### src/rtl/step_accumulator.sv
// step_accumulator: iterated signed step up/down with wrap or saturate, registered flags and busy/done handshake
module step_accumulator #(
  parameter int BITS = 4,
  parameter int CNT_BITS = 4
) (
  input  logic                clk,
  input  logic                rst,
  input  logic                start,
  input  logic                sel,
  input  logic                mode,
  input  logic                sat,
  input  logic [BITS-1:0]     A,
  input  logic [BITS-1:0]     B,
  input  logic [BITS-1:0]     step,
  input  logic [CNT_BITS-1:0] reps,
  output logic [BITS-1:0]     result,
  output logic                N,
  output logic                Z,
  output logic                V,
  output logic                Co,
  output logic                busy,
  output logic                done
);
  typedef enum logic [1:0] {S_IDLE, S_RUN, S_DONE} state_t;
  localparam logic [BITS-1:0] SMIN = {1'b1, {(BITS-1){1'b0}}};
  localparam logic [BITS-1:0] SMAX = ~SMIN;
  state_t state, state_n;
  logic [BITS-1:0] acc, step_r, opnd, sum, nxt, opv;
  logic [CNT_BITS-1:0] rem;
  logic mode_r, sat_r, vs, co_w, ovf, accept;
  assign busy = state == S_RUN;
  assign done = state == S_DONE;
  // single adder; decrement is acc + ~step + 1 so Co=1 means no borrow
  always_comb begin
    accept = start && state != S_RUN;
    opv = sel ? B : A;
    opnd = mode_r ? ~step_r : step_r;
    {co_w, sum} = {1'b0, acc} + {1'b0, opnd} + (BITS+1)'(mode_r);
    ovf = (acc[BITS-1] == opnd[BITS-1]) && (sum[BITS-1] != acc[BITS-1]);
    nxt = (sat_r && ovf) ? (acc[BITS-1] ? SMIN : SMAX) : sum;
    state_n = accept ? (reps == '0 ? S_DONE : S_RUN)
            : state == S_RUN ? (rem == CNT_BITS'(1) ? S_DONE : S_RUN)
            : S_IDLE;
  end
  // state, datapath and flag registers; flags only move on R=0 accept or final iteration
  always_ff @(posedge clk) begin
    if (rst) begin
      state <= S_IDLE;
      acc <= '0;
      step_r <= '0;
      rem <= '0;
      mode_r <= 1'b0;
      sat_r <= 1'b0;
      vs <= 1'b0;
      result <= '0;
      N <= 1'b0;
      Z <= 1'b0;
      V <= 1'b0;
      Co <= 1'b0;
    end else begin
      state <= state_n;
      if (accept) begin
        acc <= opv;
        step_r <= step;
        mode_r <= mode;
        sat_r <= sat;
        rem <= reps;
        vs <= 1'b0;
        if (reps == '0) begin
          result <= opv;
          N <= opv[BITS-1];
          Z <= opv == '0;
          V <= 1'b0;
          Co <= 1'b0;
        end
      end else if (state == S_RUN) begin
        acc <= nxt;
        vs <= vs | ovf;
        rem <= rem - CNT_BITS'(1);
        if (rem == CNT_BITS'(1)) begin
          result <= nxt;
          N <= nxt[BITS-1];
          Z <= nxt == '0;
          V <= vs | ovf;
          Co <= co_w;
        end
      end
    end
  end
endmodule

### config.mk
export PLATFORM = sky130hd
export DESIGN_NAME = step_accumulator
export DESIGN_NICKNAME = d
export VERILOG_FILES = /design/src/rtl/step_accumulator.sv
export SDC_FILE = /design/constraint.sdc
export NUM_CORES = 1
export LEC_CHECK = 0
export ABC_AREA = 1
export BUFFER_PORTS_ARGS = -buffer_cell sky130_fd_sc_hd__buf_2
export CAP_MARGIN = 20
export CORE_MARGIN = 8
export CORE_UTILIZATION = 50
export DETAILED_ROUTE_END_ITERATION = 8
export GPL_ROUTABILITY_DRIVEN = 0
export GPL_TIMING_DRIVEN = 0
export PLACE_DENSITY_LB_ADDON = 0.25
export RECOVER_POWER = 50
export SLEW_MARGIN = 20
export SYNTH_ARGS = -nofsm -noshare
export SYNTH_HDL_FRONTEND = slang
export SYNTH_SLANG_ARGS = --single-unit
### constraint.sdc
create_clock -name clk -period 2.3 [get_ports clk]
set_clock_uncertainty 0.05 [all_clocks]
set_input_delay 0.115 -clock clk [delete_from_list [all_inputs] [get_ports clk]]
set_output_delay 0.115 -clock clk [all_outputs]
set_load 0.1 [all_outputs]
==> results.json, run 1 <==
{
  "grt_max_degree": 15,
  "clk_latency_ns": 0.32,
  "power_density_mw_per_mm2": 722,
  "wirelength_um": 3180,
  "port_buffers": 30,
  "rsz0062_at_grt": "no",
  "hold_violations": 0,
  "ant_nets": 0,
  "drtIter0Drc": 53,
  "finalMaxSlewViolations": 0,
  "die_h_um": 69.1,
  "syn_area_mm2": 0.00141,
  "maxCapViolations": 0,
  "p_leak_nw": 0.844,
  "synth.avg_cell_area_um2": 7.46,
  "status": "completed",
  "avgRoutedWirePerCell_um": 12.3,
  "synth_seq_cells": 24,
  "cts-buffers-inserted": 3,
  "ctsResizeCount": 0,
  "yosys_warnings": 0,
  "tightestPinTransition_ns": 1.19,
  "r2r-start": "mode_r",
  "crit_fanout": 5,
  "final_area_mm2": 0.00168,
  "multiInputGateArea_um2": 764,
  "start_util_pct": 52.0,
  "finish.net_count": 257,
  "num_rows": 19,
  "dieArea_mm2": 0.00478,
  "r2r_slack_ns": 0.31,
  "io_pins": 32,
  "layout-drive-gt1-share_pct": 20.6,
  "postPlaceCellArea_mm2": 0.00160,
  "whs_path_depth": 3,
  "r2r.worst_path.cells": 14,
  "cp.arrival_ns": 2.22,
  "grt_overflow": 0,
  "cts_max_level": 1,
  "fmax_ghz": 0.502,
  "cp.required_ns": 2.53,
  "drtPass1Iterations": 4,
  "min-delay-start": "step[0]",
  "ir_worst_vdd_mv": 0.574,
  "cts_tree": "done",
  "grt_use_total_pct": 13.4,
  "clk_pin_slew_ns": 0.14,
  "critPathKind": "flip-flop to flip-flop",
  "syn-num-nets": 217,
  "vias": 1298,
  "cts_root_buffer": "clkbuf_4",
  "grt_pass1_vias": 1267,
  "synth.distinct_cells": 33,
  "diodes": 0,
  "finalCritPeriodShare_pct": 86.5,
  "coreArea_mm2": 0.00271,
  "rr_endpoint": "acc[3]",
  "grt_pass1_wl_um": 5530,
  "setup_tns_ns": 0,
  "vias_per_cell": 5.01,
  "worstHoldPathType": "input pin to flip-flop",
  "min_period_ns": 1.99,
  "critPathLaunch": "mode_r",
  "hpwl_um": 2480,
  "finalSetupViolCount": 0,
  "holdPathEnd": "step_r[0]",
  "ys_seq_area_share_pct": 34.1,
  "clock-sinks": 24,
  "post-cts-setup-buffers": 0,
  "syn-instance-count": 189,
  "clock_path_buffers": 2,
  "route.detailed.drc": 0,
  "nFillCells": 265,
  "area_growth_pct": 18.9,
  "worstSetupStartpointType": "flip-flop",
  "max_slew_margin_pct": 20.9,
  "regArea_um2": 480,
  "end_kind": "flip-flop",
  "final_common_cell": "nand2_1",
  "grt_antenna_before_repair": 0,
  "final_cell_mix": "nand2_1 (28), inv_1 (27), dfxtp_1 (24)",
  "die_w_um": 69.1
}
-- report_power, final --
part           internal [mW]  switching (mW)
registers              0.452          0.0290
clock network          0.176           0.131
logic                  0.141           0.281
total                  0.770           0.440
-- worst max-delay path: stages (launching register included) --
cell,delay [ns]
dfxtp_1,0.40
xnor2_1,0.28
inv_1,0.08
ha_1,0.27
nand2_1,0.06
inv_1,0.06
nand2_4,0.09
nand2_4,0.06
nand2_2,0.06
nand2_1,0.05
o31ai_1,0.09
nand3_1,0.16
o211ai_1,0.12
nand2_1,0.07
inv_1,0.05
-- state kept, by name (all words and copies together), names as in the netlist --
signal  flops
step_r      4
mode_r      1
state       2
rem         4
sat_r       1
Z           1
acc         4
Co          1
result      4
V           1
vs          1
-- kinds of logic (layout without fill, tap and decap cells) --
group | Yosys count | count (layout) | share of synthesized area [%]
AOI/OAI and AO/OA | 44 | 44 | 18.9
muxes | 4 | 4 | 2.84
and+or+nand+nor | 68 | 68 | 24.2
xor gates and xnor gates | 5 | 5 | 3.11
adders and majority gates | 6 | 6 | 5.86
DFF | 24 | 24 | 34.1
buffers and inverters | 38 | 77 | 11.0
-- metrics by stage --
step | cells | util, % | hold slack [ns] | power (mW) | setup slack, ns
after floorplan | 189 | - | 0.134 | 0.827 | 0.522
after global placement | 250 | 59.0 | 0.284 | 0.905 | 0.366
after detailed placement | 250 | 59.0 | 0.292 | 0.911 | 0.350
after CTS | 259 | 62.8 | 0.00790 | 1.23 | 0.325
after global routing | 259 | 61.9 | 0.0298 | 1.31 | 0.0504
final | 259 | 61.9 | 0.0180 | 1.21 | 0.310
-- timing repair --
action / 4_1_cts / 5_1_grt
hold buffers: 5 / 0
endpoints found under the setup margin: 0 / 0
hold endpoints to repair: 8 / 0
-- synth_stat cells, drive strengths merged --
master | n | share of area, %
a21oi | 12 | 5.3
fa | 1 | 1.4
xnor2 | 2 | 1.2
ha | 5 | 4.4
clkbuf | 3 | 0.89
nand2 | 37 | 13
o211ai | 2 | 1.1
dfxtp | 24 | 34
o21ai | 23 | 8.2
nor2 | 21 | 5.8
nand4 | 3 | 2.8
o2111a | 1 | 0.80
o31ai | 2 | 1.1
nor4 | 1 | 0.44
a31o | 1 | 0.62
buf | 5 | 2.1
o221ai | 2 | 1.2
nand3 | 6 | 2.5
xor2 | 3 | 1.9
mux2i | 4 | 2.8
a2111oi | 1 | 0.62
inv | 30 | 8.0
-- layer usage --
metal / vias to the layer above / track usage, % / wire length [um]
met3: 7 / 3.58 / 150
li1: 692 / - / -
met5: - / 0 / 0
met1: 574 / 14.4 / 1390
met4: 0 / 5.47 / 69
met2: 25 / 24.1 / 1570
-- final cells by class --
cell class / count / area share [%]
buffer: 8 / 2.31
clock buffer: 3 / 1.34
clock inverter: 1 / 1.79
inverter: 30 / 6.72
multi-input combinational: 127 / 45.6
sequential: 24 / 28.7
tap: 31 / 2.31
timing repair buffer: 35 / 11.3
-- how the worst max path moves through the flow --
| stage | to | slack (ns) | depth (start not counted) |
|---|---|---|---|
| floorplan | Z | 0.52 | 14 |
| global placement | Z | 0.37 | 12 |
| detailed placement | Z | 0.35 | 15 |
| CTS | acc[3] | 0.32 | 14 |
| global route | acc[3] | 0.05 | 14 |
| finish | acc[3] | 0.31 | 14 |
Note: power is estimated with default switching activity, not from simulation.
==> inputs of run 2 (changes only) <==
Settings changed: ABC_AREA 1 to 0.
==> results.json, run 2 <==
{
  "cts_tree": "done",
  "ant_nets": 0,
  "grt_antenna_before_repair": 0,
  "synth_top_cell_area_share_pct": 33.7,
  "final_cell_mix": "dfxtp_1 (23), nand2_1 (21), buf_2 (21)",
  "finalCritPeriodShare_pct": 95.7,
  "critPathKind": "flip-flop to flip-flop",
  "final_common_cell": "dfxtp_1",
  "grt_util_met3_pct": 4.01,
  "grt_max_degree": 13,
  "num_rows": 19,
  "synthSimpleGateAreaFrac_pct": 21.1,
  "yosys.area.top_type": "dfxtp_1",
  "coreArea_mm2": 0.00273,
  "synth_seq_cells": 24,
  "syn-instance-count": 170,
  "synth_compound_area_share_pct": 27.8,
  "multiInputGateArea_um2": 908,
  "final_area_mm2": 0.00172,
  "synth_most_common_cell": "dfxtp_1",
  "ir_worst_vdd_mv": 0.534,
  "async_reset_ff_share_pct": 0,
  "cts_root_buffer": "clkbuf_4",
  "finalMaxSlewViolations": 0,
  "grt_overflow": 0,
  "postPlaceCellArea_mm2": 0.00161,
  "nFillCells": 236,
  "layout-drive-gt1-share_pct": 19.1,
  "regArea_um2": 484,
  "vias_per_cell": 5.90,
  "syn_area_mm2": 0.00143,
  "cp.arrival_ns": 2.40,
  "grt_pass1_wl_um": 6310,
  "synthTopCellsByCount": "dfxtp_1 (24), nand2_1 (21), nor2_1 (16), a21oi_1 (14)",
  "synth_fa_ha_area_share_pct": 5.78,
  "rsz0062_at_grt": "no",
  "io_pins": 32,
  "finish.net_count": 239,
  "fmax_ghz": 0.454,
  "status": "completed",
  "ys_seq_area_share_pct": 33.7,
  "dieArea_mm2": 0.00482,
  "clk_latency_ns": 0.31,
  "hold_violations": 0,
  "synth_edf_count": 0,
  "crit_fanout": 8,
  "power_mw": 1.09,
  "avgRoutedWirePerCell_um": 15.8,
  "grt.busiest_layer": "met2",
  "yosys_warnings": 0,
  "maxCapViolations": 0,
  "synthTopCellsByArea": "dfxtp_1 (34%), nand2_1 (5.5%), a21oi_1 (4.9%)",
  "grt_use_total_pct": 15.0,
  "synth.avg_cell_area_um2": 8.40,
  "worstHoldPathType": "input pin to flip-flop",
  "wirelength_um": 3800,
  "cp.required_ns": 2.49,
  "synthFlopType": "dfxtp_1",
  "place_inst": 230,
  "die_w_um": 69.4,
  "end_kind": "flip-flop",
  "clock-sinks": 24,
  "min_period_ns": 2.20,
  "pre_cts_slack_ns": -0.0597,
  "hpwl_um": 2880,
  "clock_path_buffers": 2,
  "syn-num-nets": 198,
  "route.detailed.drc": 0,
  "fin_ws_ns": 0.0978,
  "grt_pass1_vias": 1399,
  "start_util_pct": 52.2,
  "power_density_mw_per_mm2": 631,
  "synthMuxAreaShare_pct": 3.16,
  "cts-buffers-inserted": 3,
  "finalSetupViolCount": 0,
  "diodes": 0,
  "synth_top_family_by_area": "compound AO/OA/AOI/OAI gates",
  "synthXorXnorAreaFrac_pct": 3.68,
  "p_leak_nw": 0.680,
  "max_slew_margin_pct": 22.1,
  "synth.distinct_cells": 50,
  "clk_pin_slew_ns": 0.13,
  "cts_max_level": 1,
  "tightestPinTransition_ns": 1.17,
  "drtIter0Drc": 102,
  "worstSetupStartpointType": "flip-flop",
  "port_buffers": 29,
  "final_util_pct": 63.1,
  "vias": 1417,
  "drtPass1Iterations": 4,
  "grtUsageMet2_pct": 25.5,
  "die_h_um": 69.4,
  "area_growth_pct": 20.8,
  "met1_usage_pct": 17.9,
  "final_cells": 240
}
[run 2: area by class of cell]
class,instances,area share (%)
plain buffers,11,2.69
inverters,6,1.31
repair buffers,36,11.7
flip-flops and latches,24,28.1
well taps,31,2.25
multi-input cells,129,52.7
clock buffers,3,1.31
[run 2: final timing paths]
kind                                start        end  slack [ns]  cells past startpoint
worst min-delay path              reps[0]     rem[0]        0.02                      3
worst min register to register  result[0]  result[0]        0.41                      2
worst max register to register     mode_r          Z         0.1                      7
worst max-delay path               mode_r          Z         0.1                      7
[run 2: power breakdown]
part | switching [mW] | total, mW | internal, mW
Combinational | 0.266 | 0.427 | 0.161
Clock | 0.123 | 0.185 | 0.0613
Sequential | 0.0282 | 0.476 | 0.448
Total | 0.417 | 1.09 | 0.670
[run 2: cells by family (layout without fill, tap and decap cells)]
kind of cell | Yosys count | in the layout
AOI/OAI and AO/OA | 54 | 54
xor gates and xnor gates | 6 | 6
adders and majority gates | 6 | 6
buffers and inverters | 17 | 56
DFF | 24 | 24
muxes | 4 | 4
and+or+nand+nor | 59 | 59
[run 2: routing by layer]
metal | routed length, um | vias up
met2 | 1880 | 46
met1 | 1660 | 667
met5 | 0 | -
met3 | 234 | 4
li1 | - | 700
met4 | 24 | 0
[run 2: timing repair]
action	4_1_cts	5_1_grt
pin swaps	0	1
endpoints found under the hold margin	6	0
hold buffers	6	0
setup buffers	0	1
endpoints found under the setup margin	3	3
resized for setup	3	6
[run 2: critical path, stage by stage (launching register included)]
cell and delay [ns]:
dfxtp_4 0.41, xor2_1 0.17, ha_2 0.35, nand2b_2 0.25, a311oi_4 0.29, o21ai_0 0.14, a211o_1 0.27, a211oi_2 0.20
[run 2: per-stage QoR]
| stage | setup TNS [ns] | hold slack (ns) |
|---|---|---|
| finish | 0 | 0.0242 |
| global route | 0 | 0.0235 |
| CTS | 0 | 0.0116 |
| detailed placement | -0.129 | 0.311 |
| global placement | -0.115 | 0.305 |
| floorplan | 0 | 0.201 |
